<file path="src/rtl/wb_pkg.sv">
// rtl/wb_pkg.sv - shared types and widths for the register-file write arbiter
package wb_pkg;

  localparam int WB_REGISTERS = 32;
  localparam int WB_WIDTH     = 32;
  localparam int WB_AW        = $clog2(WB_REGISTERS);

  // One queued register-file write: destination index plus result data.
  typedef struct packed {
    logic [WB_AW-1:0]    rd;
    logic [WB_WIDTH-1:0] data;
  } wb_entry_t;

endpackage

</file>
<file path="src/rtl/wb_fifo.sv">
// rtl/wb_fifo.sv - synchronous FIFO of pending port B writes with per-entry visibility
module wb_fifo
  import wb_pkg::*;
#(
  parameter int DEPTH = 4
) (
  input  logic                       clk,
  input  logic                       reset,
  input  logic                       i_push,
  input  wb_entry_t                  i_entry,
  input  logic                       i_pop,
  output wb_entry_t                  o_head,
  output logic                       o_full,
  output logic                       o_empty,
  output logic [$clog2(DEPTH+1)-1:0] o_count,
  output logic [DEPTH-1:0]           o_valid,
  output logic [DEPTH*WB_AW-1:0]     o_rd_flat
);

  localparam int PW = $clog2(DEPTH);
  localparam int CW = $clog2(DEPTH + 1);

  wb_entry_t         r_mem [DEPTH];
  logic [PW-1:0]     r_wptr;
  logic [PW-1:0]     r_rptr;
  logic [CW-1:0]     r_count;
  logic              w_push;
  logic              w_pop;

  assign o_full  = (r_count == CW'(DEPTH));
  assign o_empty = (r_count == '0);
  assign o_count = r_count;
  assign o_head  = r_mem[r_rptr];

  // A full FIFO refuses pushes even when it is popped the same cycle.
  assign w_push = i_push && !o_full;
  assign w_pop  = i_pop && !o_empty;

  // Pointer and occupancy bookkeeping; pointers wrap naturally at DEPTH.
  always_ff @(posedge clk) begin
    if (reset) begin
      r_wptr  <= '0;
      r_rptr  <= '0;
      r_count <= '0;
    end else begin
      if (w_push) r_wptr <= r_wptr + 1'b1;
      if (w_pop)  r_rptr <= r_rptr + 1'b1;
      case ({w_push, w_pop})
        2'b10:   r_count <= r_count + 1'b1;
        2'b01:   r_count <= r_count - 1'b1;
        default: r_count <= r_count;
      endcase
    end
  end

  // Entry storage; contents need no reset because validity comes from the pointers.
  always_ff @(posedge clk) begin
    if (w_push) r_mem[r_wptr] <= i_entry;
  end

  // Slot g is live when its distance from the read pointer is below the occupancy.
  for (genvar g = 0; g < DEPTH; g++) begin : g_slot
    logic [PW-1:0] w_off;
    assign w_off                        = PW'(g) - r_rptr;
    assign o_valid[g]                   = ({1'b0, w_off} < r_count);
    assign o_rd_flat[g*WB_AW +: WB_AW]  = r_mem[g].rd;
  end

endmodule

</file>
<file path="src/rtl/writeback_arbiter.sv">
// rtl/writeback_arbiter.sv - merges execute and long-latency results onto the register-file write port
module writeback_arbiter
  import wb_pkg::*;
#(
  parameter int REGISTERS = WB_REGISTERS,
  parameter int WIDTH     = WB_WIDTH,
  parameter int DEPTH     = 4,
  localparam int AW       = $clog2(REGISTERS)
) (
  input  logic                       clk,
  input  logic                       reset,
  input  logic                       a_valid,
  input  logic [AW-1:0]              a_rd,
  input  logic [WIDTH-1:0]           a_data,
  input  logic                       b_valid,
  output logic                       b_ready,
  input  logic [AW-1:0]              b_rd,
  input  logic [WIDTH-1:0]           b_data,
  output logic                       we3,
  output logic [AW-1:0]              a3,
  output logic [WIDTH-1:0]           wd3,
  output logic [REGISTERS-1:0]       pend,
  output logic [$clog2(DEPTH+1)-1:0] count,
  output logic                       conflict
);

  logic                 w_a_wr;
  logic                 w_b_push;
  logic                 w_pop;
  logic                 w_full;
  logic                 w_empty;
  wb_entry_t            w_b_entry;
  wb_entry_t            w_head;
  logic [DEPTH-1:0]     w_fifo_valid;
  logic [DEPTH*AW-1:0]  w_fifo_rd;
  logic [REGISTERS-1:0] w_pend;

  logic                 r_we3;
  logic                 r_out_b;
  logic [AW-1:0]        r_a3;
  logic [WIDTH-1:0]     r_wd3;
  logic                 r_conflict;

  // Writes to x0 are dropped on both ports; port A always wins the write port.
  assign w_a_wr    = a_valid && (a_rd != '0);
  assign b_ready   = !w_full && !reset;
  assign w_b_push  = b_valid && b_ready && (b_rd != '0);
  assign w_pop     = !w_a_wr && !w_empty;
  assign w_b_entry = '{rd: b_rd, data: b_data};

  wb_fifo #(
    .DEPTH(DEPTH)
  ) u_fifo (
    .clk       (clk),
    .reset     (reset),
    .i_push    (w_b_push),
    .i_entry   (w_b_entry),
    .i_pop     (w_pop),
    .o_head    (w_head),
    .o_full    (w_full),
    .o_empty   (w_empty),
    .o_count   (count),
    .o_valid   (w_fifo_valid),
    .o_rd_flat (w_fifo_rd)
  );

  // Pending mask: every queued B destination plus a B write sitting in the output stage.
  always_comb begin
    w_pend = '0;
    for (int i = 0; i < DEPTH; i++) begin
      if (w_fifo_valid[i]) w_pend[w_fifo_rd[i*AW +: AW]] = 1'b1;
    end
    if (r_we3 && r_out_b) w_pend[r_a3] = 1'b1;
    w_pend[0] = 1'b0;
  end

  // Output stage: register the selected write; address/data hold when idle.
  always_ff @(posedge clk) begin
    if (reset) begin
      r_we3   <= 1'b0;
      r_out_b <= 1'b0;
      r_a3    <= '0;
      r_wd3   <= '0;
    end else begin
      r_we3   <= w_a_wr || w_pop;
      r_out_b <= w_pop;
      if (w_a_wr) begin
        r_a3  <= a_rd;
        r_wd3 <= a_data;
      end else if (w_pop) begin
        r_a3  <= w_head.rd;
        r_wd3 <= w_head.data;
      end
    end
  end

  // Sticky flag for an A write that overtakes an outstanding B write to the same register.
  always_ff @(posedge clk) begin
    if (reset) begin
      r_conflict <= 1'b0;
    end else if (w_a_wr && w_pend[a_rd]) begin
      r_conflict <= 1'b1;
    end
  end

  assign we3      = r_we3;
  assign a3       = r_a3;
  assign wd3      = r_wd3;
  assign pend     = w_pend;
  assign conflict = r_conflict;

endmodule

</file>
<file path="config.mk">
export PLATFORM = sky130hd
export DESIGN_NAME = writeback_arbiter
export DESIGN_NICKNAME = d
export VERILOG_FILES = /design/src/rtl/wb_pkg.sv /design/src/rtl/wb_fifo.sv /design/src/rtl/writeback_arbiter.sv
export SDC_FILE = /design/constraint.sdc
export NUM_CORES = 1
export LEC_CHECK = 0
export BUFFER_PORTS_ARGS = -buffer_cell sky130_fd_sc_hd__buf_4
export CORE_ASPECT_RATIO = 1.25
export CORE_MARGIN = 4
export CORE_UTILIZATION = 57
export CTS_CLUSTER_DIAMETER = 100
export CTS_CLUSTER_SIZE = 10
export DETAILED_ROUTE_END_ITERATION = 10
export PLACE_DENSITY = 0.91
export SYNTH_ARGS = -nofsm -noshare
export SYNTH_HDL_FRONTEND = slang
export SYNTH_SLANG_ARGS = --single-unit
</file>
<file path="constraint.sdc">
create_clock -name clk -period 3.3 [get_ports clk]
set_input_delay 0.66 -clock clk [delete_from_list [all_inputs] [get_ports clk]]
set_output_delay 0.66 -clock clk [all_outputs]
set_load 0.005 [all_outputs]
</file>
After elaboration in Yosys (flattened, before gate mapping) --
Memories as Yosys holds them, arrays and structs flattened. A register that Yosys moved wholly into a read port is not among the register bits. Index checks and enable logic that the tools add are counted. Widths: inputs -> output; s select.
Storage, ports and cells: register bits after elaboration 47, bits in writable memories 148, input bits 78, output and inout bits 75, memories 1
Operators by class: $add $sub $neg 8, order comparisons 15, equal/unequal tests 3, mux-type cells 26, bitwise logic cells 4, reduce and logical (&&, ||, !) cells 24
Memory list:
- u_fifo.r_mem | words 4, bits a word 37, rd ports 5, clocked after memory_dff 1, wr ports 1, line wb_fifo.sv:23 | wb_entry_t r_mem [DEPTH];
Operator list (number):
- $mux 32 | 7
- $or 32x32->32 | 4
- $lt 5x6->1 const B | 6
- $demux 1 s5 | 5
- $ge 5x1->1 const B | 5
- $logic_and 1x1->1 | 14
- $lt 2x3->1 | 4
- $mux 5 | 2
- $reduce_bool 5->1 | 2
- $mux 1 | 8
- $pmux 3 s2 | 1
- $bmux 1 s5 | 1
- $add 2x1->2 const B | 2
- $logic_not 1->1 | 4
- $mux 2 | 2
- $reduce_bool 2->1 | 2
- $sub 1x2->2 const A | 2
- $sub 2x2->2 const A | 2
- $add 3x1->3 const B | 1
- $eq 3x3->1 const B | 1
- $logic_not 3->1 | 1
- $sub 3x1->3 const B | 1
- $eq 2x1->1 const B | 1
- $eq 2x2->1 const B | 1
- $logic_or 1x1->1 | 1

Longest topological paths before layout --
Gate-level depths: netlist (run 1). An unclocked memory read counts as a cell.
depth in word-level cells 17, depth in mapped cells 12

Cells and area by module --
From an unflattened synthesis (run 1), not the netlist that was laid out.
Unflattened totals: cell total of the unflattened synthesis 742, area, all modules 9618.0 um2
Modules (own cells, without submodules):
- wb_fifo | times used 1, cells each 285, area each 6128.4 um2
- writeback_arbiter | times used 1, cells each 457, area each 3489.6 um2

Least setup slack after synthesis (run 1) --
OpenSTA, ideal clock, no wires.
path type input -> register, from in a_rd[1], to reg u_fifo.r_count[2], in the netlist u_fifo.o_count[2], arrival time 2697 ps, required time 3230 ps, slack 533 ps, stages on the path 11, buffers on the path 1, cell sequence clkbuf_1 inv_1 nand2_1 o21ai_0 nor2b_1 ha_1 inv_1 fa_1 xor2_1 or3_1 a21oi_1
On the way: cells in the longest elaborated chain, start to end 7, elaborated cells between the ends (all ways) 9, classes of those cells 2 x eq/ne; 1 x mux; 6 x reduce/logical
RTL lines:
- from (decl) | line writeback_arbiter.sv:13 | input logic [AW-1:0] a_rd,
- $reduce_bool 5->1 (*) | line writeback_arbiter.sv:45 | assign w_a_wr = a_valid && (a_rd != '0);
- $logic_and 1x1->1 (*) | line writeback_arbiter.sv:45
- $logic_not 1->1 (*) | line writeback_arbiter.sv:48 | assign w_pop = !w_a_wr && !w_empty;
- $logic_and 1x1->1 (*) | line writeback_arbiter.sv:48
- named net u_fifo.i_pop | line wb_fifo.sv:11 | input logic i_pop,
- $logic_and 1x1->1 (*) | line wb_fifo.sv:37 | assign w_pop = i_pop && !o_empty;
- $eq 2x1->1 / $eq 2x2->1 (equally long branches) | line wb_fifo.sv:48 | case ({w_push, w_pop})
- $pmux 3 s2 / $reduce_bool 2->1 (equally long branches)
- to (signal assigned) | line wb_fifo.sv:49 | 2'b10: r_count <= r_count + 1'b1;
- to (signal assigned) | line wb_fifo.sv:50 | 2'b01: r_count <= r_count - 1'b1;
- to (signal assigned) | line wb_fifo.sv:51 | default: r_count <= r_count;
- to (decl) | line wb_fifo.sv:26 | logic [CW-1:0] r_count;
Mark *: on every way through the listed nets, which the timed path passes. The rest lies on a longest branch. A chain may end at the register's enable or synchronous reset.

Worst setup path in the final report (run 1) --
from reg u_fifo.r_rptr[1], to out pend[24]
On the way: cells in the longest elaborated chain, start to end 11, elaborated cells between the ends (all ways) 17, classes of those cells 4 x add/sub; 4 x order compare; 5 x mux; 4 x bitwise
RTL lines:
- from (decl) | line wb_fifo.sv:25 | logic [PW-1:0] r_rptr;
- from (signal assigned) | line wb_fifo.sv:47 | if (w_pop) r_rptr <= r_rptr + 1'b1;
- $sub 1x2->2 | line wb_fifo.sv:64 | assign w_off = PW'(g) - r_rptr;
- $lt 2x3->1 | line wb_fifo.sv:65 | assign o_valid[g] = ({1'b0, w_off} < r_count);
- $mux 32 | line writeback_arbiter.sv:71 | if (w_fifo_valid[i]) w_pend[w_fifo_rd[i*AW +: AW]] = 1'b1;
- $or 32x32->32 (no source line)
- $mux 32 | line writeback_arbiter.sv:71
- $or 32x32->32 (no source line)
- $mux 32 | line writeback_arbiter.sv:71
- $or 32x32->32 (no source line)
- $mux 32 (*) | line writeback_arbiter.sv:71
- $or 32x32->32 (no source line)
- $mux 32 (*) | line writeback_arbiter.sv:73 | if (r_we3 && r_out_b) w_pend[r_a3] = 1'b1;
- to (decl) | line writeback_arbiter.sv:22 | output logic [REGISTERS-1:0] pend,
Mark *: on every way between the ends. The rest lies on a longest branch, timed or not.

==> results of run 1 <==
==> report_power, final <==
part | internal (W) | switching, W | total (W) | leakage [nW]
Combinational | 0.00131 | 0.00134 | 0.00265 | 2.28
Sequential | 0.00286 | 0.000241 | 0.00310 | 1.75
Clock | 0.00103 | 0.00104 | 0.00207 | 0.294
==> path summary, 6_finish.rpt <==
kind	from	end	slack (ns)
worst max-delay path	u_fifo.r_rptr[1]	pend[24]	0.04
worst min-delay path	b_data[28]	u_fifo.r_mem[1][28]	0.42
worst max register to register	u_fifo.r_rptr[1]	conflict	0.30
worst min register to register	conflict	conflict	0.52
==> area by class of cell <==
cell class | instances | area (um2) | share of cell area [%]
timing repair buffer | 190 | 1440 | 12.3
clock inverter | 15 | 181 | 1.55
inverter | 19 | 71.3 | 0.611
sequential | 197 | 5430 | 46.5
tap | 216 | 270 | 2.31
multi-input combinational | 471 | 3860 | 33.1
clock buffer | 17 | 425 | 3.64
==> registers in the layout (all words and copies together) (netlist names), named ones only <==
signal and count:
we3 1, r_out_b 1, u_fifo.o_count 3, a3 5, u_fifo.r_mem 148, u_fifo.r_wptr 2, wd3 32, conflict 1
u_fifo.r_rptr 2
==> Yosys cell counts, types with 9 or more instances <==
master,number
a211oi_1,36
clkbuf_1,41
dfxtp_1,49
edfxtp_1,148
ha_1,9
inv_1,19
mux2i_1,39
mux4_2,37
nand2_1,23
nand3b_1,14
nor2_1,92
nor3_1,15
o21ai_0,14
o22ai_1,48
or3_1,21
==> kinds of logic after synthesis <==
logic type	after synthesis
compound gates	151
xor+xnor	6
fa+ha+maj	10
buf+inv	74
flops	197
mux	78
other cells	1
simple gates	225
==> per-stage QoR <==
| stage | total power (W) | area (um2) | std cells | setup TNS, ns | util, % |
|---|---|---|---|---|---|
| final | 0.00782 | 11700 | 1125 | 0 | 71.8 |
| after global routing | 0.00816 | 11700 | 1125 | -0.406 | 71.8 |
| after CTS | 0.00776 | 11600 | 1124 | 0 | 71.3 |
| after detailed placement | 0.00564 | 11000 | 1091 | 0 | 67.3 |
| after global placement | 0.00558 | 11000 | 1091 | 0 | 67.3 |
| after floorplan | 0.00472 | 9480 | 742 | 0 | - |
==> layer usage <==
metal | vias to the layer above | share of wire, % | track usage, %
met5 | - | 0 | 0
li1 | 3218 | - | -
met3 | 94 | 8.0 | 6.46
met4 | 0 | 4.5 | 14.2
met1 | 3560 | 36 | 36.4
met2 | 448 | 51 | 50.3
==> timing repair <==
action | CTS | global route
resized for setup | 10 | 14
hold buffers | 0 | 0
endpoints found under the setup margin | 24 | 20
buffers inserted | 1 | 1
pin swaps | 1 | 2
==> metrics.md, run 1 <==
| Metric | Value |
|---|---|
| Status | finished, final reports clean |
| Hold Path Class | in2reg |
| Most used cell, CP | buf_4 |
| Routed WL | 27.7 mm |
| Cells on worst reg2reg path | 14 |
| Most frequent cells in the layout | 189 x buf_4, 148 x edfxtp_1, 92 x nor2_1 |
| Sequential element share of the synthesized area | 57.2% |
| Synthesized flop and latch total | 197 |
| Max_cap viols | 0 |
| Die height | 152 um |
| Avg Vias per Cell | 6.51 |
| Die X | 123 um |
| # fillers | 1094 |
| Post-route setup slack | 0.0433 ns |
| Die area | 18800 um2 |
| Top cells by area, synth | edfxtp_1 47%, dfxtp_1 10%, mux4_2 8.8% |
| Asr flop ratio synth | 0% |
| IO Pins | 153 |
| Buffers & Inverters on Critical Path | 3 |
| Slew Limit Fails | 0 |
| Post-Syn Area | 9480 um2 |
| Post-synth top area cell | edfxtp_1 |
| Num CTS Buffers | 17 |
| # nets final | 984 |
| Area growth from synthesis to layout | 23.2% |
| DRT Pass-1 Iters | 6 |
| Final period util | 98.7% |
| H-tree lvl count | 4 |
| Commonest non-fill, non-tap cell in the layout | buf_4 |
| Diode count | 0 |
| Unique masters post-synth | 62 |
| Post-Syn Nets | 830 |
| Pin count of the biggest net entering global routing | 75 |
| CTS Root Cell | clkbuf_16 |
| Hpwl dp | 19.0 mm |
| Top_reg_cell synth | edfxtp_1 |
| Clock-pin slew on the worst setup and hold paths | 0.08 ns |
| CTS sink cnt | 197 |
| 1st-iter DRT viols | 764 |
| Clk_skew | 0.0125 ns |
| CORE AREA | 16300 um2 |
| Leakage power | 4.32 nW |
| Antenna viol nets, final | 0 |
| Vias in the first global route | 7595 |
| Worst path required time | 2.64 ns |
| Slew @ Worst Pin | 1.06 ns |
| Final setup fails | 0 |
| Min Tclk post-route | 3.26 ns |
| Share of the synthesized area in the top cell type | 46.9% |
| Post-synthesis mux area share | 13.1% |
| DR WL/cell | 24.6 um |
| Crit-path leading delay family | simple AND/OR/NAND/NOR gates |
| Largest family of logic cells by synthesized area | multiplexers |
| Number of flops mapped to enable cells by yosys | 148 |
| Crit-path max FO | 6 |
| FP Rows | 52 |
| Worst path depth | 9 |
| Area share of fa/ha/maj cells after synthesis | 1.40% |
| WHS Path Cells | 1 |
| Worst path max stage delay | 0.44 ns |
| Via Count | 7320 |
| Initial Utilization | 58.3% |
| Kind of critical path | reg2out |
| # DRC | 0 |
| Global-route wire length before repair | 42.8 mm |
| Initial antenna violation count | 0 |
| Fmax | 0.307 GHz |
| Maximum VDD drop | 681 uV |
| Dpl ws | 0.152 ns |
| Gr ovfl total | 0 |
| Worst EP arrival | 2.60 ns |
| Relative slew slack | 29.3% |
| Number of buffer cells added on primary ports | 151 |
| Mean Syn Cell Area | 12.8 um2 |
| Final GP Congestion | 1.06 |
| Worst skew pair latency | 0.44 ns |
| Pwr dens | 670 nW/um2 |
| CP Cell Sequence | xnor2_2 > inv_1 > ha_1 > nor2b_4 > a2111o_1 > buf_4 > o22ai_1 > or4_4 > buf_4 |
| Post-synthesis xor/xnor area fraction | 0.554% |
| Syn Inst Count | 742 |
| RSZ-0062 raised after global routing | yes |
| Total track usage | 29.9% |
| CTS max path bufs | 2 |
| Synth warn | 0 |
| Slowest CP cell | or4_4 |
| CTS tree | done |
| Critical Path Start Type | flop |
| Hold Vio Cnt, Final | 0 |
| Synth Area in Compound Gates | 12.1% |
| CP Capture Type | primary output |
| WHS | 0.422 ns |
| Simple logic cell fraction of the synthesized area | 12.2% |
| Layout cells sized above 1 | 33.6% |
No activity file was read; power rests on OpenSTA's default activity.
==> run 2: changes to the inputs <==
Settings changed: PLACE_DENSITY 0.91 to 0.85, RECOVER_POWER set to 50.
==> metrics.md, run 2 (same netlist as run 1, synthesis figures left out) <==
| Metric | Value |
|---|---|
| Status | finished, violations left |
| Failing checks | negative setup slack |
| Dpl ws | 0.0799 ns |
| HP Start | b_data[21] |
| Post-Place Cells | 1076 |
| M2 GR Usage | 47.8% |
| Pwr dens | 681 nW/um2 |
| Number of buffer cells added on primary ports | 151 |
| Slew @ Worst Pin | 1.34 ns |
| CTS max path bufs | 2 |
| Fmax | 0.300 GHz |
| RSZ-0062 raised after global routing | yes |
| Final setup fails | 2 |
| CTS tree | done |
| WHS | 0.479 ns |
| Crit-path max FO | 8 |
| Number of flip-flops in the largest register | 148 |
| Hold Vio Cnt, Final | 0 |
| Gr ovfl total | 0 |
| Reg area | 5430 um2 |
| Antenna viol nets, final | 0 |
| # nets final | 979 |
| FP Rows | 52 |
| Most frequent cells in the layout | 148 x edfxtp_1, 96 x buf_4, 92 x nor2_1 |
| Critical Path Start Type | flop |
| Flop2flop setup slack | 0.23 ns |
| Routed WL | 27.7 mm |
| FF-to-FF End | conflict |
| Post-Layout Cell Count | 1120 |
| Cells on worst reg2reg path | 13 |
| Worst EP arrival | 2.67 ns |
| Num CTS Buffers | 17 |
| Hpwl dp | 18.6 mm |
| Kind of critical path | reg2out |
| Die X | 123 um |
| CP Capture Type | primary output |
| Grt met3 use | 5.94% |
| Post-route setup slack | -0.0284 ns |
| # fillers | 1121 |
| Final period util | 101% |
| Multi-input logic area | 3940 um2 |
| Clock-pin slew on the worst setup and hold paths | 0.08 ns |
| Layout cells sized above 1 | 29.6% |
| Reg-to-Reg Start | u_fifo.r_rptr[0] |
| # DRC | 0 |
| Most flop-heavy register | u_fifo.r_mem |
| Worst skew pair latency | 0.43 ns |
| Die height | 152 um |
| Most Crowded Layer GR | met2 |
| Total track usage | 29.4% |
| CORE AREA | 16300 um2 |
| WHS Path Cells | 1 |
| DR WL/cell | 24.7 um |
| Maximum VDD drop | 536 uV |
| Die area | 18800 um2 |
| Worst hold endpoint | u_fifo.r_mem[3][21] |
| Global-route wire length before repair | 41.7 mm |
| Initial antenna violation count | 0 |
| Avg Vias per Cell | 6.48 |
| Vias in the first global route | 7299 |
| Met1 Use GR | 37.7% |
| IO Pins | 153 |
| DRT Pass-1 Iters | 5 |
| 1st-iter DRT viols | 765 |
| CTS sink cnt | 197 |
| Relative slew slack | 10.9% |
| Hold Path Class | in2reg |
| CTS Hold Buffers Added | 0 |
| H-tree lvl count | 4 |
| Clk_skew | 0.00995 ns |
| Via Count | 7262 |
| Commonest non-fill, non-tap cell in the layout | edfxtp_1 |
| Slew Limit Fails | 0 |
| Pin count of the biggest net entering global routing | 75 |
| Max_cap viols | 0 |
| Final GP Congestion | 1.00 |
| Diode count | 0 |
| Initial Utilization | 58.3% |
| Leakage power | 4.13 nW |
| CTS Root Cell | clkbuf_16 |
| Area growth from synthesis to layout | 22.2% |
| Worst path required time | 2.64 ns |
| Min Tclk post-route | 3.33 ns |
run 2: cell count changes in the layout (fill, tap and decap cells not counted), moves of 3 or more:
cell and delta:
or3_1 -5, o22ai_1 -7, nor3_1 -3, buf_6 +8, buf_4 -93, o22ai_2 +6
or3_4 +5, nor3_2 +3, clkbuf_4 +32, clkbuf_1 +48
run 2: worst max path at each step:
stage                                 start                end  slack, ns
after detailed placement  u_fifo.o_count[1]           conflict       0.08
after floorplan                     a_rd[1]  u_fifo.o_count[2]       0.53
final                      u_fifo.r_rptr[0]            pend[5]      -0.03
after global placement    u_fifo.o_count[1]           conflict       0.15
after global routing       u_fifo.r_rptr[1]           pend[28]      -0.09
after CTS                  u_fifo.r_rptr[1]           pend[23]      0.003
run 2: metrics by stage:
step | util, % | setup TNS [ns] | cell area (um2) | total power [W]
after floorplan | - | 0 | 9480 | 0.00472
after global routing | 71.2 | -0.415 | 11600 | 0.00822
after detailed placement | 66.6 | 0 | 10800 | 0.00560
after global placement | 66.6 | 0 | 10800 | 0.00556
final | 71.2 | -0.0467 | 11600 | 0.00789
after CTS | 71.1 | 0 | 11600 | 0.00780
run 2: power breakdown:
part	internal, W	switching (W)
Clock	0.00110	0.00103
Combinational	0.00128	0.00137
Sequential	0.00286	0.000232
Total	0.00525	0.00264
run 2: what timing repair did:
action / in CTS / in global routing
endpoints found under the hold margin: 0 / 0
gates cloned: 0 / 0
setup endpoints to repair: 28 / 26
setup buffers: 3 / 9
pin swaps: 5 / 20
resized for setup: 22 / 30
run 2: routing by layer:
layer,vias to the layer above,part of all wire (%)
met5,-,0
met4,0,5.4
met3,107,8.4
met1,3495,37
met2,446,49
li1,3214,-
run 2: cell type report:
type	instances	share of cell area, %
Clock buffer	17	3.67
Clock inverter	15	1.78
Inverter	19	0.616
Multi-Input combinational cell	471	34.0
Sequential cell	197	46.9
Tap cell	216	2.33
Timing Repair Buffer	185	10.7
run 2: worst max-delay path, cell delays in order (launching register included):
cell,delay (ns)
dfxtp_2,0.34
xnor2_2,0.17
inv_1,0.07
ha_1,0.27
nor2b_4,0.13
buf_6,0.14
a2111o_2,0.63
o22ai_2,0.19
nor2_1,0.06
o21ai_1,0.09
buf_4,0.15
==> run 3: changes to the inputs <==
Settings changed: CELL_PAD_IN_SITES_DETAIL_PLACEMENT set to 0, CELL_PAD_IN_SITES_GLOBAL_PLACEMENT set to 2, CORE_UTILIZATION 57 to 38, PLACE_DENSITY 0.85 to 0.84.
==> metrics.md, run 3 (same netlist as run 1, synthesis figures left out) <==
| Metric | Value |
|---|---|
| Status | finished, final reports clean |
| CTS tree | done |
| Fmax | 0.311 GHz |
| Leakage power | 4.23 nW |
| Avg Vias per Cell | 5.69 |
| Worst skew pair latency | 0.43 ns |
| Pwr dens | 670 nW/um2 |
| Diode count | 0 |
| Final period util | 97.6% |
| Kind of critical path | reg2out |
| Final setup fails | 0 |
| FP Rows | 64 |
| Die height | 185 um |
| Gr ovfl total | 0 |
| Worst path required time | 2.64 ns |
| CTS Hold Buffers Added | 0 |
| Die area | 27500 um2 |
| CP Capture Type | primary output |
| Relative slew slack | 48.2% |
| Vias in the first global route | 7202 |
| Area growth from synthesis to layout | 25.1% |
| CTS sink cnt | 197 |
| Num CTS Buffers | 17 |
| CTS max path bufs | 2 |
| Via Count | 7115 |
| Most frequent cells in the layout | 148 x edfxtp_1, 120 x buf_4, 92 x nor2_1 |
| Most Crowded Layer GR | met2 |
| Crit-path leading delay family | simple AND/OR/NAND/NOR gates |
| Die X | 149 um |
| Grt met3 use | 4.57% |
| DR WL/cell | 22.4 um |
| Slowest CP cell | or3_1 |
| Post-Place Cells | 1212 |
| CP Cell Sequence | inv_1 > ha_4 > nor2b_2 > a2111o_1 > o22ai_1 > or3_1 > buf_4 |
| H-tree lvl count | 4 |
| Setup TNS | 0 ns |
| # nets final | 995 |
| Initial Utilization | 38.7% |
| Hold Vio Cnt, Final | 0 |
| # fillers | 2304 |
| Max_cap viols | 0 |
| Number of flip-flops in the largest register | 148 |
| RSZ-0062 raised after global routing | yes |
| Clk_skew | 0.0142 ns |
| Crit-path max FO | 8 |
| Placed cell area | 11200 um2 |
| Buffers & Inverters on Critical Path | 2 |
| Hold Path Class | in2reg |
| Post-Layout Cell Count | 1250 |
| Min Tclk post-route | 3.22 ns |
| CTS Root Cell | clkbuf_16 |
| 1st-iter DRT viols | 505 |
| Pin count of the biggest net entering global routing | 75 |
| Hpwl dp | 20.1 mm |
| Antenna viol nets, final | 0 |
| Global-route wire length before repair | 42.8 mm |
| Number of buffer cells added on primary ports | 151 |
| Worst EP arrival | 2.56 ns |
| CORE AREA | 24500 um2 |
| Routed WL | 28.0 mm |
| # DRC | 0 |
| Clock-pin slew on the worst setup and hold paths | 0.08 ns |
| Initial antenna violation count | 3 |
| Slew @ Worst Pin | 0.776 ns |
| Maximum VDD drop | 595 uV |
| Most flop-heavy register | u_fifo.r_mem |
| Worst path max stage delay | 0.45 ns |
| Final GP Congestion | 0.967 |
| M2 GR Usage | 35.4% |
| Commonest non-fill, non-tap cell in the layout | edfxtp_1 |
| Slew Limit Fails | 0 |
| Layout cells sized above 1 | 29.9% |
| Post-Layout Inst Area | 11900 um2 |
| Total track usage | 20.4% |
| DRT Pass-1 Iters | 6 |
| Met1 Use GR | 25.5% |
| Critical Path Start Type | flop |
| IO Pins | 153 |
==> run 3: cell type report <==
| type | count | area [um2] | share of cell area, % |
|---|---|---|---|
| inverters | 19 | 73.8 | 0.623 |
| well taps | 330 | 413 | 3.48 |
| clock inverters | 14 | 196 | 1.66 |
| repair buffers | 201 | 1400 | 11.8 |
| flip-flops and latches | 197 | 5430 | 45.8 |
| clock buffers | 18 | 439 | 3.70 |
| multi-input cells | 471 | 3900 | 32.9 |
==> run 3: per-stage QoR <==
| stage | util [%] | power, W | setup WS, ns | hold slack (ns) |
|---|---|---|---|---|
| 6_report | 48.4 | 0.00794 | 0.0803 | 0.487 |
| 5_1_grt | 48.4 | 0.00836 | -0.0237 | 0.494 |
| 3_3_place_gp | 45.6 | 0.00566 | -0.0459 | 0.542 |
| 2_1_floorplan | - | 0.00472 | 0.533 | 0.470 |
| 3_5_place_dp | 45.6 | 0.00567 | -0.0347 | 0.548 |
| 4_1_cts | 48.5 | 0.00792 | 0.00283 | 0.409 |
==> run 3: worst paths after layout <==
path / start / to / slack (ns) / cells after the start
setup / recovery: u_fifo.r_rptr[1] / pend[17] / 0.08 / 7
setup reg to reg: u_fifo.r_rptr[1] / conflict / 0.16 / 13
hold / removal: b_data[10] / u_fifo.r_mem[1][10] / 0.49 / 1
hold reg to reg: u_fifo.o_count[1] / u_fifo.o_count[1] / 0.55 / 2
==> run 3: power breakdown <==
group,internal (W),switching (W)
clock network,0.00130,0.000899
logic,0.00131,0.00134
registers,0.00286,0.000225
==> run 3: worst register-to-register path: stages, from the launching register on <==
cell and delay (ns):
dfxtp_2 0.34, xnor2_2 0.16, inv_1 0.06, ha_1 0.29
nor2b_4 0.21, a2111o_1 0.22, o32ai_2 0.11, a2111oi_1 0.64
buf_4 0.22, a2111oi_2 0.05, a2111oi_0 0.38, buf_4 0.18
a311o_1 0.10, nand3_1 0.07
==> run 3: timing repair <==
action / in CTS / in global routing
endpoints found under the hold margin: 0 / 0
gates cloned: 0 / 0
resized for setup: 11 / 22
buffers inserted: 4 / 2
pin swaps: 6 / 3
endpoints found under the setup margin: 25 / 28
==> run 3: routing by layer <==
metal	routed length (um)	part of all wire [%]
met5	28	0.10
met4	620	2.2
met3	2080	7.4
met2	14200	51
met1	11100	40
